`config.mk`:
```
export PLATFORM = sky130hd
export DESIGN_NAME = imem_fetch_arbiter
export DESIGN_NICKNAME = d
export VERILOG_FILES = /design/src/rtl/y86_imem_pkg.sv /design/src/rtl/imem_rr_arb2.sv /design/src/rtl/imem_fetch_arbiter.sv
export SDC_FILE = /design/constraint.sdc
export NUM_CORES = 1
export LEC_CHECK = 0
export CORE_MARGIN = 2
export CORE_UTILIZATION = 53
export CTS_BUF_LIST = sky130_fd_sc_hd__clkbuf_8
export CTS_CLUSTER_DIAMETER = 80
export CTS_CLUSTER_SIZE = 16
export DETAILED_ROUTE_END_ITERATION = 8
export PLACE_DENSITY_LB_ADDON = 0.1
export REMOVE_ABC_BUFFERS = 1
export SLEW_MARGIN = 10
export SYNTH_ARGS = -nofsm -noshare
export SYNTH_HDL_FRONTEND = slang
export SYNTH_SLANG_ARGS = --single-unit
```
`constraint.sdc`:
```
create_clock -name clk -period 7 [get_ports clk]
set_input_delay 1.4 -clock clk [delete_from_list [all_inputs] [get_ports clk]]
set_output_delay 1.4 -clock clk [all_outputs]
set_load 0.005 [all_outputs]
```
`src/rtl/y86_imem_pkg.sv`:
```
// Shared constants and FSM state type for the Y86 instruction-memory fetch path.
package y86_imem_pkg;
   localparam int IMEM_DEPTH       = 256;
   localparam int IMEM_INSTR_BYTES = 10;
   localparam int IMEM_ADDR_W      = 8;
   localparam int IMEM_WINDOW_W    = 8 * IMEM_INSTR_BYTES;

   typedef enum logic [1:0] {
      IDLE = 2'd0,
      READ = 2'd1,
      LAST = 2'd2,
      DONE = 2'd3
   } fetch_state_t;
endpackage

```
`src/rtl/imem_rr_arb2.sv`:
```
// Two-request round-robin arbiter; the last-grant bit decides ties.
module imem_rr_arb2 (
   input  logic clk,
   input  logic rst,
   input  logic en,
   input  logic req_fetch,
   input  logic req_ld,
   output logic gnt_fetch,
   output logic gnt_ld
);
   // 1 = fetch was served most recently, so the loader wins the next tie
   logic last_fetch_reg;

   assign gnt_ld    = en && req_ld && (!req_fetch || last_fetch_reg);
   assign gnt_fetch = en && req_fetch && !gnt_ld;

   always_ff @(posedge clk or posedge rst) begin
      if (rst)            last_fetch_reg <= 1'b1;
      else if (gnt_ld)    last_fetch_reg <= 1'b0;
      else if (gnt_fetch) last_fetch_reg <= 1'b1;
   end
endmodule

```
`src/rtl/imem_fetch_arbiter.sv`:
```
// Owns the single byte-wide instruction memory port: serves loader writes and
// assembles 10-byte big-endian fetch windows from sequential 1-cycle reads.
module imem_fetch_arbiter
   import y86_imem_pkg::*;
#(
   parameter int MEM_DEPTH   = IMEM_DEPTH,
   parameter int INSTR_BYTES = IMEM_INSTR_BYTES,
   parameter int ADDR_W      = IMEM_ADDR_W
) (
   input  logic                     clk,
   input  logic                     rst,
   input  logic                     fetch_req,
   input  logic [63:0]              fetch_pc,
   output logic [8*INSTR_BYTES-1:0] instr,
   output logic                     instr_valid,
   output logic                     imem_error,
   input  logic                     ld_req,
   input  logic [ADDR_W-1:0]        ld_addr,
   input  logic [7:0]               ld_data,
   output logic                     ld_gnt,
   output logic                     mem_en,
   output logic                     mem_we,
   output logic [ADDR_W-1:0]        mem_addr,
   output logic [7:0]               mem_wdata,
   input  logic [7:0]               mem_rdata,
   output logic                     busy
);
   localparam int          IDX_W     = $clog2(INSTR_BYTES + 1);
   localparam logic [63:0] LAST_ADDR = 64'(MEM_DEPTH - 1);

   fetch_state_t     state_reg;
   logic [IDX_W-1:0] idx_reg;
   logic [63:0]      pc_reg;
   logic             rd_valid_reg;
   logic             instr_valid_reg;
   logic             imem_error_reg;

   logic             arb_en, gnt_fetch, gnt_ld;
   logic             pc_in_range, rd_in_range, oor_load, capture;
   logic [63:0]      byte_addr;
   logic [IDX_W-1:0] cap_idx;

   // Gating with rst keeps every port output quiet while reset is held
   assign arb_en = (state_reg == IDLE) && !rst;

   imem_rr_arb2 u_arb (
      .clk       (clk),
      .rst       (rst),
      .en        (arb_en),
      .req_fetch (fetch_req),
      .req_ld    (ld_req),
      .gnt_fetch (gnt_fetch),
      .gnt_ld    (gnt_ld)
   );

   assign pc_in_range = (fetch_pc <= LAST_ADDR);
   assign byte_addr   = pc_reg + 64'(idx_reg);
   assign rd_in_range = (byte_addr <= LAST_ADDR);
   assign oor_load    = gnt_fetch && !pc_in_range;
   assign capture     = (state_reg == READ) || (state_reg == LAST);
   assign cap_idx     = idx_reg - IDX_W'(1);

   always_comb begin
      mem_en    = 1'b0;
      mem_we    = 1'b0;
      mem_addr  = '0;
      mem_wdata = 8'h00;
      if (gnt_ld) begin
         mem_en    = 1'b1;
         mem_we    = 1'b1;
         mem_addr  = ld_addr;
         mem_wdata = ld_data;
      end else if (gnt_fetch && pc_in_range) begin
         mem_en   = 1'b1;
         mem_addr = fetch_pc[ADDR_W-1:0];
      end else if (state_reg == READ && rd_in_range) begin
         mem_en   = 1'b1;
         mem_addr = byte_addr[ADDR_W-1:0];
      end
   end

   always_ff @(posedge clk or posedge rst) begin
      if (rst) begin
         state_reg       <= IDLE;
         idx_reg         <= '0;
         pc_reg          <= '0;
         rd_valid_reg    <= 1'b0;
         instr_valid_reg <= 1'b0;
         imem_error_reg  <= 1'b0;
      end else begin
         // Remembers whether last cycle's slot came from a real read
         rd_valid_reg <= mem_en && !mem_we;
         case (state_reg)
            IDLE: begin
               instr_valid_reg <= 1'b0;
               if (gnt_fetch) begin
                  pc_reg <= fetch_pc;
                  if (pc_in_range) begin
                     idx_reg        <= IDX_W'(1);
                     imem_error_reg <= 1'b0;
                     state_reg      <= READ;
                  end else begin
                     imem_error_reg  <= 1'b1;
                     instr_valid_reg <= 1'b1;
                     state_reg       <= DONE;
                  end
               end
            end
            READ: begin
               idx_reg <= idx_reg + IDX_W'(1);
               if (idx_reg == IDX_W'(INSTR_BYTES - 1)) state_reg <= LAST;
            end
            LAST: begin
               idx_reg         <= '0;
               instr_valid_reg <= 1'b1;
               state_reg       <= DONE;
            end
            DONE: begin
               instr_valid_reg <= 1'b0;
               state_reg       <= IDLE;
            end
            default: state_reg <= IDLE;
         endcase
      end
   end

   // Slot gi holds byte PC+gi; slot 0 lands in the top byte of instr
   for (genvar gi = 0; gi < INSTR_BYTES; gi++) begin : g_slot
      logic [7:0] byte_reg;
      always_ff @(posedge clk or posedge rst) begin
         if (rst)
            byte_reg <= 8'h00;
         else if (oor_load)
            byte_reg <= 8'h00;
         else if (capture && cap_idx == IDX_W'(gi))
            byte_reg <= rd_valid_reg ? mem_rdata : 8'h00;
      end
      assign instr[(INSTR_BYTES-gi)*8-1 -: 8] = byte_reg;
   end

   assign ld_gnt      = gnt_ld;
   assign instr_valid = instr_valid_reg;
   assign imem_error  = imem_error_reg;
   assign busy        = (state_reg != IDLE);
endmodule

```
==> flow_summary.yaml <==
layout:
  regArea_um2: 3850
  area_growth_pct: 28.5
  final_layout_size_suffix_gt1_frac: 0.127
  multi_input_area_um2: 4710
  design_area_um2: 11400
  antennaDiodeCount: 0
  final_cell_mix: "193 x clkdlybuf4s50_1, 153 x dfrtp_1, 113 x nor2_1, 79 x mux2i_1, 64 x mux2_2"
  instances_no_fill: 1287
  largest_register_ffs: 80
  nets: 1163
  final_common_cell: "clkdlybuf4s50_1"
  fill_cells: 1325
global_routing:
  globalRouteOverflowTotal: 0
  grt_max_degree: 104
  grt_first_pass_wirelength_mm: 40.1
  grt.total_usage: 0.289
  antenna_found_initial: 0
  grt_pass1_vias: 7278
synthesis:
  yosys_warnings: 0
  netlist_instances: 880
  synth_simple_gate_area_frac: 0.227
  synth_seq_cells: 154
  ys.flop_type: "dfrtp_1"
  synth_top_area_cell: "dfrtp_1"
  synth_area_per_cell_um2: 10.1
  synth_edf_count: 0
  synthDistinctLibCells: 78
  synthTopCellsByArea: "dfrtp_1 43%, mux2i_1 8.9%, mux2_2 8.1%, nor2_1 4.8%, ha_1 2.3%"
  synthMuxAreaShare: 0.171
  synth_compound_area_frac: 0.0810
  synth_fa_ha_area_frac: 0.0249
  synth_top_area_frac: 0.433
  synth_top_family_by_area: "simple AND/OR/NAND/NOR gates"
  ys_seq_area_frac: 0.436
  syn_area_um2: 8850
  synth_xor_area_frac: 0.0267
  synthArstFlopShare: 1.00
pwr:
  p_leak_nw: 4.73
  p_per_area_nw_per_um2: 296
  ir_drop_mv: 0.178
worst_setup_path:
  endpoint_kind: "primary output"
  start_kind: "register"
  critPathRequiredTime_ns: 5.60
  r2r-end: "rd_valid_reg$_DFF_PP0_"
  reg2reg_slack_ns: 2.80
  worstSetupPathType: "reg2out"
  worst_ep_arrival_time_ns: 5.08
  critPathMaxFanout: 14
  crit_end: "mem_addr[7]"
  reg2reg_from: "idx_reg[0]$_DFFE_PP0P_"
  r2r_cells: 12
  startpoint: "idx_reg[0]$_DFFE_PP0P_"
sta:
  setup_viol: 0
  clock_skew_ns: 0.0152
  min_period_ns: 6.48
  worst-slew-pin-transition_ns: 1.10
  fmax_mhz: 154
  period_share: 0.926
  slew_viol_final: 0
  maxSlewHeadroom: 0.264
  fin_setup_tns_ns: 0
  hold_viol: 0
  grt_setup_unrepaired: "false"
clock_network:
  cts.clk_slew.worst_paths_ns: 0.10
  cts_made_buffers: 17
  insertion_delay_ns: 0.47
  cts_tree: "built"
  cts.sinks: 154
  htreeDepth: 4
  cts_root_buf: "clkbuf_8"
  ctsHoldBuffers: 0
  max-clock-path-buffers: 2
placement:
  dp_cells: 1255
  port_buffers: 193
  dpl_cell_area_um2: 10900
  dp_hpwl_mm: 18.6
  gp_congestion: 0.972
outcome:
  status: "finished, final reports clean"
drt:
  ant_nets: 0
  wl_per_cell_um: 19.7
  wl_mm: 25.4
  vias: 7614
  first_iter_violations: 715
  viasPerCell: 5.92
  first_pass_iters: 5
  drc: 0
floorplanning:
  die-area_um2: 17700
  rows: 47
  die_x_um: 133
  top_level_ports: 194
  initial_utilization: 0.537
  core-area_um2: 16500
  die_y_um: 133
job:
  drv_cap: 0
hold_path:
  hp-class: "reg2reg"
[Yosys cell counts, drive strengths merged (2+ instances only)]
master and instances:
a22oi 6, nand3 38, or2 2, or3 5, nor2b 6, buf 20, a2111oi 2, a21oi 15
nand3b 9, a21o 3, xnor2 12, o21a 2, a21boi 4, mux2 64, and2 18, nor3b 7
and3 8, nand4 36, xor2 15, o21ai 36, inv 31, and4 10, nand2 47, mux2i 79
o31ai 8, a22o 2, nor2 115, nor4 28, o41ai 5, nor3 18, dfrtp 153, clkbuf 23
a31oi 6, ha 16, o22ai 2, nor4b 5, or4 4
[per-stage QoR]
step / util / total power [mW] / hold WS, ns / worst slack [ns]
4_1_cts: 0.690 / 3.35 / 0.513 / 0.335
2_1_floorplan: - / 2.21 / 0.470 / 1.42
3_3_place_gp: 0.664 / 2.61 / 0.476 / 0.794
6_report: 0.691 / 3.36 / 0.513 / 0.516
5_1_grt: 0.691 / 3.56 / 0.550 / 0.125
3_5_place_dp: 0.664 / 2.62 / 0.506 / 0.839
[worst min-delay path by stage]
stage / start / depth (start not counted) / endpoint
after floorplan: u_arb.last_fetch_reg$_DFFE_PP1P_ / 2 / u_arb.last_fetch_reg$_DFFE_PP1P_
after global placement: instr_valid$_DFFE_PP0P_ / 2 / instr_valid$_DFFE_PP0P_
after detailed placement: u_arb.last_fetch_reg$_DFFE_PP1P_ / 2 / u_arb.last_fetch_reg$_DFFE_PP1P_
after CTS: u_arb.last_fetch_reg$_DFFE_PP1P_ / 2 / u_arb.last_fetch_reg$_DFFE_PP1P_
after global routing: u_arb.last_fetch_reg$_DFFE_PP1P_ / 2 / u_arb.last_fetch_reg$_DFFE_PP1P_
final: u_arb.last_fetch_reg$_DFFE_PP1P_ / 2 / u_arb.last_fetch_reg$_DFFE_PP1P_
[report_power, final]
part | internal, mW | switching, mW | total [mW]
clock network | 0.309 | 0.413 | 0.722
registers | 1.09 | 0.389 | 1.48
logic | 0.558 | 0.601 | 1.16
[layout make-up]
cell class                 instances  share of cell area
clock inverter                    15              0.0177
tap                              220              0.0242
sequential                       154               0.339
inverter                          31              0.0107
clock buffer                      17              0.0206
timing repair buffer             198               0.173
multi-input combinational        652               0.415
[repair_timing]
action / in CTS / in global routing
endpoints found under the setup margin: 0 / 6
resized for setup: 0 / 1
setup buffers: 0 / 0
[cell families (layout without fill, tap and decap cells)]
logic type | Yosys count | count (layout)
muxes | 143 | 143
xor gates and xnor gates | 27 | 27
buffers and inverters | 74 | 261
adders and majority gates | 17 | 17
DFF | 154 | 154
and+or+nand+nor | 363 | 363
AOI/OAI and AO/OA | 102 | 102
[layer usage]
| layer | up-vias | global-route usage | wire length, um |
|---|---|---|---|
| li1 | 3556 | - | - |
| met1 | 3732 | 0.406 | 11400 |
| met2 | 283 | 0.438 | 11300 |
| met3 | 43 | 0.0868 | 2140 |
| met4 | 0 | 0.0851 | 476 |
| met5 | - | 0 | 0 |
[critical path, cell delays in order (launching register included)]
cell and delay (ns):
dfrtp_1 0.57, ha_1 0.25, inv_1 0.07, fa_1 0.39, nand2b_1 0.19, a21oi_4 0.36, nand4_1 0.43, o31ai_1 0.45
nand2_1 0.11, nor4_2 0.15, nand4_1 0.10, or4_1 0.79, o21ai_2 0.22, clkdlybuf4s50_1 0.51
Power figures use the tool's default switching activity.
